$ cat config.mk
export PLATFORM = sky130hd
export DESIGN_NAME = mc_control_fsm
export DESIGN_NICKNAME = d
export VERILOG_FILES = /design/src/rtl/mc_control_fsm.sv
export SDC_FILE = /design/constraint.sdc
export NUM_CORES = 1
export LEC_CHECK = 0
export ABC_AREA = 1
export CAP_MARGIN = 10
export CORE_MARGIN = 2
export CORE_UTILIZATION = 47
export DETAILED_ROUTE_END_ITERATION = 10
export GPL_TIMING_DRIVEN = 0
export PLACE_DENSITY_LB_ADDON = 0.2
export SLEW_MARGIN = 20
export SYNTH_ARGS = -nofsm -noshare
export SYNTH_HDL_FRONTEND = slang
export SYNTH_SLANG_ARGS = --single-unit
$ cat constraint.sdc
create_clock -name clk -period 3.5 [get_ports clk]
set_input_delay 0.7 -clock clk [delete_from_list [all_inputs] [get_ports clk]]
set_output_delay 0.7 -clock clk [all_outputs]
set_load 0.01 [all_outputs]
$ cat src/rtl/mc_control_fsm.sv
// Multicycle control FSM with memory-wait timeout and a sticky FAULT state.
// Define MC_CONTROL_JAL_EN to add the JALWB state; otherwise JAL is an unsupported opcode.
module mc_control_fsm #(
  parameter int unsigned ALUOP_W      = 3,
  parameter int unsigned WAIT_TIMEOUT = 15
) (
  input  logic               clk,
  input  logic               reset,
  input  logic [5:0]         op,
  input  logic               memready,
  output logic               pcwrite,
  output logic               memwrite,
  output logic               irwrite,
  output logic               regwrite,
  output logic               alusrca,
  output logic               branch,
  output logic               bne,
  output logic               iord,
  output logic               immzext,
  output logic               memreq,
  output logic [1:0]         regdst,
  output logic [1:0]         memtoreg,
  output logic [1:0]         alusrcb,
  output logic [1:0]         pcsrc,
  output logic [ALUOP_W-1:0] aluop,
  output logic               fault,
  output logic               illop
);

  localparam int unsigned CNT_W = (WAIT_TIMEOUT > 32'd0) ? $clog2(WAIT_TIMEOUT + 32'd1) : 1;
  localparam logic [CNT_W-1:0] CNT_LIMIT = CNT_W'(WAIT_TIMEOUT);
  localparam bit TIMEOUT_EN = (WAIT_TIMEOUT != 32'd0);

  localparam logic [5:0] OP_LW   = 6'b100011;
  localparam logic [5:0] OP_SW   = 6'b101011;
  localparam logic [5:0] OP_R    = 6'b000000;
  localparam logic [5:0] OP_BEQ  = 6'b000100;
  localparam logic [5:0] OP_BNE  = 6'b000101;
  localparam logic [5:0] OP_ADDI = 6'b001000;
  localparam logic [5:0] OP_ANDI = 6'b001100;
  localparam logic [5:0] OP_ORI  = 6'b001101;
  localparam logic [5:0] OP_SLTI = 6'b001010;
  localparam logic [5:0] OP_J    = 6'b000010;
  localparam logic [5:0] OP_JAL  = 6'b000011;

  localparam logic [ALUOP_W-1:0] ALU_ADD   = ALUOP_W'(3'd0);
  localparam logic [ALUOP_W-1:0] ALU_SUB   = ALUOP_W'(3'd1);
  localparam logic [ALUOP_W-1:0] ALU_FUNCT = ALUOP_W'(3'd2);
  localparam logic [ALUOP_W-1:0] ALU_AND   = ALUOP_W'(3'd3);
  localparam logic [ALUOP_W-1:0] ALU_OR    = ALUOP_W'(3'd4);
  localparam logic [ALUOP_W-1:0] ALU_SLT   = ALUOP_W'(3'd5);

  typedef enum logic [3:0] {
    S_FETCH   = 4'd0,
    S_DECODE  = 4'd1,
    S_MEMADR  = 4'd2,
    S_MEMRD   = 4'd3,
    S_MEMWB   = 4'd4,
    S_MEMWR   = 4'd5,
    S_EXECUTE = 4'd6,
    S_ALUWB   = 4'd7,
    S_BRANCH  = 4'd8,
    S_ADDIEX  = 4'd9,
    S_IMMEX   = 4'd10,
    S_IMMWB   = 4'd11,
    S_JUMP    = 4'd12,
`ifdef MC_CONTROL_JAL_EN
    S_JALWB   = 4'd14,
`endif
    S_FAULT   = 4'd13
  } state_e;

  state_e           state_q, state_d;
  logic [CNT_W-1:0] cnt_q, cnt_d;
  logic             waiting_s;
  logic             timeout_s;

  function automatic logic op_supported(input logic [5:0] opc);
    logic ok;
    case (opc)
      OP_LW, OP_SW, OP_R, OP_BEQ, OP_BNE, OP_ADDI,
      OP_ANDI, OP_ORI, OP_SLTI, OP_J: ok = 1'b1;
`ifdef MC_CONTROL_JAL_EN
      OP_JAL:                         ok = 1'b1;
`endif
      default:                        ok = 1'b0;
    endcase
    return ok;
  endfunction

  assign waiting_s = (state_q == S_FETCH) || (state_q == S_MEMRD) || (state_q == S_MEMWR);
  // The counter holds completed wait cycles; a wait cycle seen with the count already at the limit faults.
  assign timeout_s = TIMEOUT_EN && waiting_s && !memready && (cnt_q == CNT_LIMIT);

  always_ff @(posedge clk or posedge reset) begin
    if (reset) begin
      state_q <= S_FETCH;
      cnt_q   <= '0;
    end else begin
      state_q <= state_d;
      cnt_q   <= cnt_d;
    end
  end

  always_comb begin
    state_d = state_q;
    case (state_q)
      S_FETCH: begin
        if (memready)       state_d = S_DECODE;
        else if (timeout_s) state_d = S_FAULT;
        else                state_d = S_FETCH;
      end
      S_DECODE: begin
        case (op)
          OP_LW, OP_SW:             state_d = S_MEMADR;
          OP_R:                     state_d = S_EXECUTE;
          OP_BEQ, OP_BNE:           state_d = S_BRANCH;
          OP_ADDI:                  state_d = S_ADDIEX;
          OP_ANDI, OP_ORI, OP_SLTI: state_d = S_IMMEX;
          OP_J:                     state_d = S_JUMP;
`ifdef MC_CONTROL_JAL_EN
          OP_JAL:                   state_d = S_JALWB;
`endif
          default:                  state_d = S_FETCH;
        endcase
      end
      S_MEMADR: begin
        if (op == OP_LW)      state_d = S_MEMRD;
        else if (op == OP_SW) state_d = S_MEMWR;
        else                  state_d = S_FETCH;
      end
      S_MEMRD: begin
        if (memready)       state_d = S_MEMWB;
        else if (timeout_s) state_d = S_FAULT;
        else                state_d = S_MEMRD;
      end
      S_MEMWR: begin
        if (memready)       state_d = S_FETCH;
        else if (timeout_s) state_d = S_FAULT;
        else                state_d = S_MEMWR;
      end
      S_EXECUTE: state_d = S_ALUWB;
      S_ADDIEX:  state_d = S_IMMWB;
      S_IMMEX:   state_d = S_IMMWB;
      S_MEMWB:   state_d = S_FETCH;
      S_ALUWB:   state_d = S_FETCH;
      S_IMMWB:   state_d = S_FETCH;
      S_BRANCH:  state_d = S_FETCH;
      S_JUMP:    state_d = S_FETCH;
`ifdef MC_CONTROL_JAL_EN
      S_JALWB:   state_d = S_FETCH;
`endif
      S_FAULT:   state_d = S_FAULT;
      default:   state_d = S_FETCH;
    endcase

    if (TIMEOUT_EN && waiting_s && !memready && (state_d == state_q)) begin
      cnt_d = cnt_q + CNT_W'(1);
    end else begin
      cnt_d = '0;
    end
  end

  always_comb begin
    pcwrite  = 1'b0;
    memwrite = 1'b0;
    irwrite  = 1'b0;
    regwrite = 1'b0;
    alusrca  = 1'b0;
    branch   = 1'b0;
    bne      = 1'b0;
    iord     = 1'b0;
    immzext  = 1'b0;
    memreq   = 1'b0;
    regdst   = 2'b00;
    memtoreg = 2'b00;
    alusrcb  = 2'b00;
    pcsrc    = 2'b00;
    aluop    = ALU_ADD;
    fault    = 1'b0;
    illop    = 1'b0;
    case (state_q)
      S_FETCH: begin
        memreq  = 1'b1;
        alusrcb = 2'b01;
        // The state register already reads FETCH while reset is held, so gate the strobes here.
        pcwrite = memready && !reset;
        irwrite = memready && !reset;
      end
      S_DECODE: begin
        alusrcb = 2'b11;
        illop   = !op_supported(op);
      end
      S_MEMADR, S_ADDIEX: begin
        alusrca = 1'b1;
        alusrcb = 2'b10;
      end
      S_MEMRD: begin
        iord   = 1'b1;
        memreq = 1'b1;
      end
      S_MEMWB: begin
        regwrite = 1'b1;
        memtoreg = 2'b01;
      end
      S_MEMWR: begin
        iord     = 1'b1;
        memreq   = 1'b1;
        memwrite = memready;
      end
      S_EXECUTE: begin
        alusrca = 1'b1;
        aluop   = ALU_FUNCT;
      end
      S_ALUWB: begin
        regwrite = 1'b1;
        regdst   = 2'b01;
      end
      S_BRANCH: begin
        alusrca = 1'b1;
        branch  = 1'b1;
        bne     = (op == OP_BNE);
        aluop   = ALU_SUB;
        pcsrc   = 2'b01;
      end
      S_IMMEX: begin
        alusrca = 1'b1;
        alusrcb = 2'b10;
        case (op)
          OP_ANDI: begin aluop = ALU_AND; immzext = 1'b1; end
          OP_ORI:  begin aluop = ALU_OR;  immzext = 1'b1; end
          OP_SLTI: begin aluop = ALU_SLT; immzext = 1'b0; end
          default: begin aluop = ALU_ADD; immzext = 1'b0; end
        endcase
      end
      S_IMMWB: regwrite = 1'b1;
      S_JUMP: begin
        pcwrite = 1'b1;
        pcsrc   = 2'b10;
      end
`ifdef MC_CONTROL_JAL_EN
      S_JALWB: begin
        regwrite = 1'b1;
        regdst   = 2'b10;
        memtoreg = 2'b10;
        pcwrite  = 1'b1;
        pcsrc    = 2'b10;
      end
`endif
      S_FAULT: fault = 1'b1;
      default: fault = 1'b0;
    endcase
  end

endmodule

==> flow_summary.json <==
{
  "status": "completed",
  "drive_above_1_share": 0.145,
  "pre_cts_ws_ps": 278,
  "antenna_found_initial": 0,
  "ant_nets": 0,
  "clk_pin_slew_ps": 50,
  "yosysWarningCount": 0,
  "routedWlPerCell_um": 10.4,
  "num_rows": 15,
  "grt_util_met2": 0.378,
  "drc": 0,
  "diodes": 0,
  "numCtsBuffers": 3,
  "worstPathArrival_ps": 2540,
  "endpoint_kind": "output port",
  "gr-usage-met3": 0.0692,
  "power_frac_clock": 0.134,
  "synth_flop_cell": "dfrtp_1",
  "gp_congestion": 0.857,
  "syn_to_final_growth_pct": 39.7,
  "avgSynthCellArea_um2": 6.31,
  "finalHoldViolations": 0,
  "syn_inst": 139,
  "io_pins": 32,
  "p_sw_mw": 0.238,
  "fill_cells": 162,
  "power.density_mw_per_mm2": 444,
  "first_pass_iters": 4,
  "fmax_mhz": 308,
  "grt_pass1_vias": 847,
  "cts.path.max_buffers": 2,
  "pwr-share-comb": 0.615,
  "crit_type": "in -> out",
  "hp-class": "reg -> reg",
  "port_buffers": 29,
  "top_usage_layer": "met2",
  "drv_cap": 0,
  "syn-cell-area_um2": 877,
  "fin_setup_tns_ps": 0,
  "fin_crit_sh": 0.927,
  "use_met1": 0.254,
  "holdPathStages": 1,
  "seq_area_frac_synth": 0.228,
  "die_x_um": 47.2,
  "seq_power_share": 0.251,
  "synth_edf_count": 0,
  "leakagePower_nw": 0.633,
  "clk_latency_ps": 260,
  "synth.ff_latch_count": 8,
  "dieHeight_um": 47.2,
  "drt_iter0_drc": 23,
  "layout_common_cells": "clkdlybuf4s50_1 (29), nor2_1 (26), inv_1 (25)",
  "cts_resized": 0,
  "whs_ps": 457,
  "grtUsageTotal": 0.217,
  "intPower_mw": 0.306,
  "coreArea_mm2": 0.00175,
  "drt_wl_total_mm": 2.05,
  "cts_setup_buffers": 0,
  "numClockSinks": 8,
  "worstRegToRegCells": 7,
  "layout_commonest_cell": "clkdlybuf4s50_1",
  "synth_cell_type_count": 27,
  "ctsRootBufferMaster": "clkbuf_4",
  "setup_slack_ps": 257,
  "grt_pass1_wl_mm": 3.35,
  "skew_ps": 6.69,
  "fin_nets": 184,
  "via_per_inst": 5.02,
  "h-tree-depth": 1,
  "hold_buffers": 0,
  "critPathLaunchType": "primary input",
  "swShare": 0.438,
  "vias": 988,
  "drv_slew": 0,
  "initial_core_util": 0.503,
  "postSynth.asyncResetShare": 1.00,
  "die_area_mm2": 0.00223,
  "finalSetupViolCount": 0,
  "layout_min_cycle_time_ps": 3240,
  "grt_overflow": 0,
  "worstPathRequired_ps": 2800,
  "cp_max_fo": 8,
  "hpwl_mm": 1.72,
  "ir_drop_v": 0.000250,
  "cts_tree": "built",
  "grt_max_degree": 9,
  "rsz0062_at_grt": "false"
}
-- kinds of logic after synthesis --
family,after synthesis,share of synthesized area
xor+xnor,2,0.0200
flops,8,0.228
simple gates,86,0.486
other cells,1,0.00428
buf+inv,29,0.138
compound gates,12,0.108
fa+ha+maj,1,0.0143
-- final cells by class --
| class | count | area (um^2) | area share |
|---|---|---|---|
| multi-input combinational | 103 | 559 | 0.457 |
| timing repair buffer | 29 | 290 | 0.237 |
| sequential | 8 | 200 | 0.163 |
| inverter | 26 | 98.8 | 0.0807 |
| tap | 25 | 31.3 | 0.0255 |
| clock buffer | 3 | 22.5 | 0.0184 |
| buffer | 3 | 22.5 | 0.0184 |
-- critical path: stages --
cell and delay (ps):
clkdlybuf4s50_1 420, nor2_1 380, nand3_1 220, nor2_1 170
nand2_1 60, nand2_1 50, clkdlybuf4s50_1 530
-- path summary, 6_finish.rpt --
check / start / endpoint / slack (ps)
min in group asynchronous: reset / state_q[2] / 750
setup reg to reg: state_q[2] / cnt_q[3] / 1940
max in group asynchronous: reset / cnt_q[0] / 2500
setup / recovery: op[5] / aluop[2] / 260
hold reg to reg: cnt_q[0] / cnt_q[0] / 460
hold / removal: cnt_q[0] / cnt_q[0] / 460
-- cell usage after synthesis, types with 2 or more instances --
| cell type | number | area share |
|---|---|---|
| nand3_1 | 13 | 0.074 |
| inv_1 | 25 | 0.11 |
| nor3_1 | 3 | 0.017 |
| nand4_2 | 2 | 0.029 |
| nor2_1 | 26 | 0.11 |
| buf_4 | 3 | 0.026 |
| nand4_1 | 6 | 0.043 |
| o211ai_1 | 2 | 0.017 |
| nor2_2 | 5 | 0.036 |
| a21oi_1 | 3 | 0.017 |
| o21ai_0 | 2 | 0.011 |
| nand2_4 | 2 | 0.026 |
| dfrtp_1 | 8 | 0.23 |
| nand2_1 | 21 | 0.090 |
| nand2_2 | 6 | 0.043 |
-- state kept, by name, summed over array words and instances, names as in the netlist --
signal,count
cnt_q,4
state_q,4
-- metrics by stage --
stage / util / cell area, um^2 / total power [mW] / instances
global placement: 0.689 / 1200 / 0.467 / 194
CTS: 0.702 / 1220 / 0.549 / 197
global route: 0.702 / 1220 / 0.592 / 197
floorplan: - / 881 / 0.346 / 140
finish: 0.702 / 1220 / 0.544 / 197
detailed placement: 0.689 / 1200 / 0.474 / 194
-- metal layers --
layer / up-vias / part of all wire
li1: 510 / -
met4: 0 / 0.0068
met5: - / 0
met2: 41 / 0.49
met3: 2 / 0.069
met1: 435 / 0.43
-- power by group through the flow --
stage / combinational, mW / clock (mW) / sequential, mW
after floorplan: 0.212 / 0 / 0.134
after global placement: 0.330 / 0 / 0.137
after detailed placement: 0.335 / 0 / 0.138
after CTS: 0.337 / 0.0751 / 0.137
after global routing: 0.370 / 0.0817 / 0.140
final: 0.335 / 0.0728 / 0.137
Note: power is estimated with default switching activity, not from simulation.
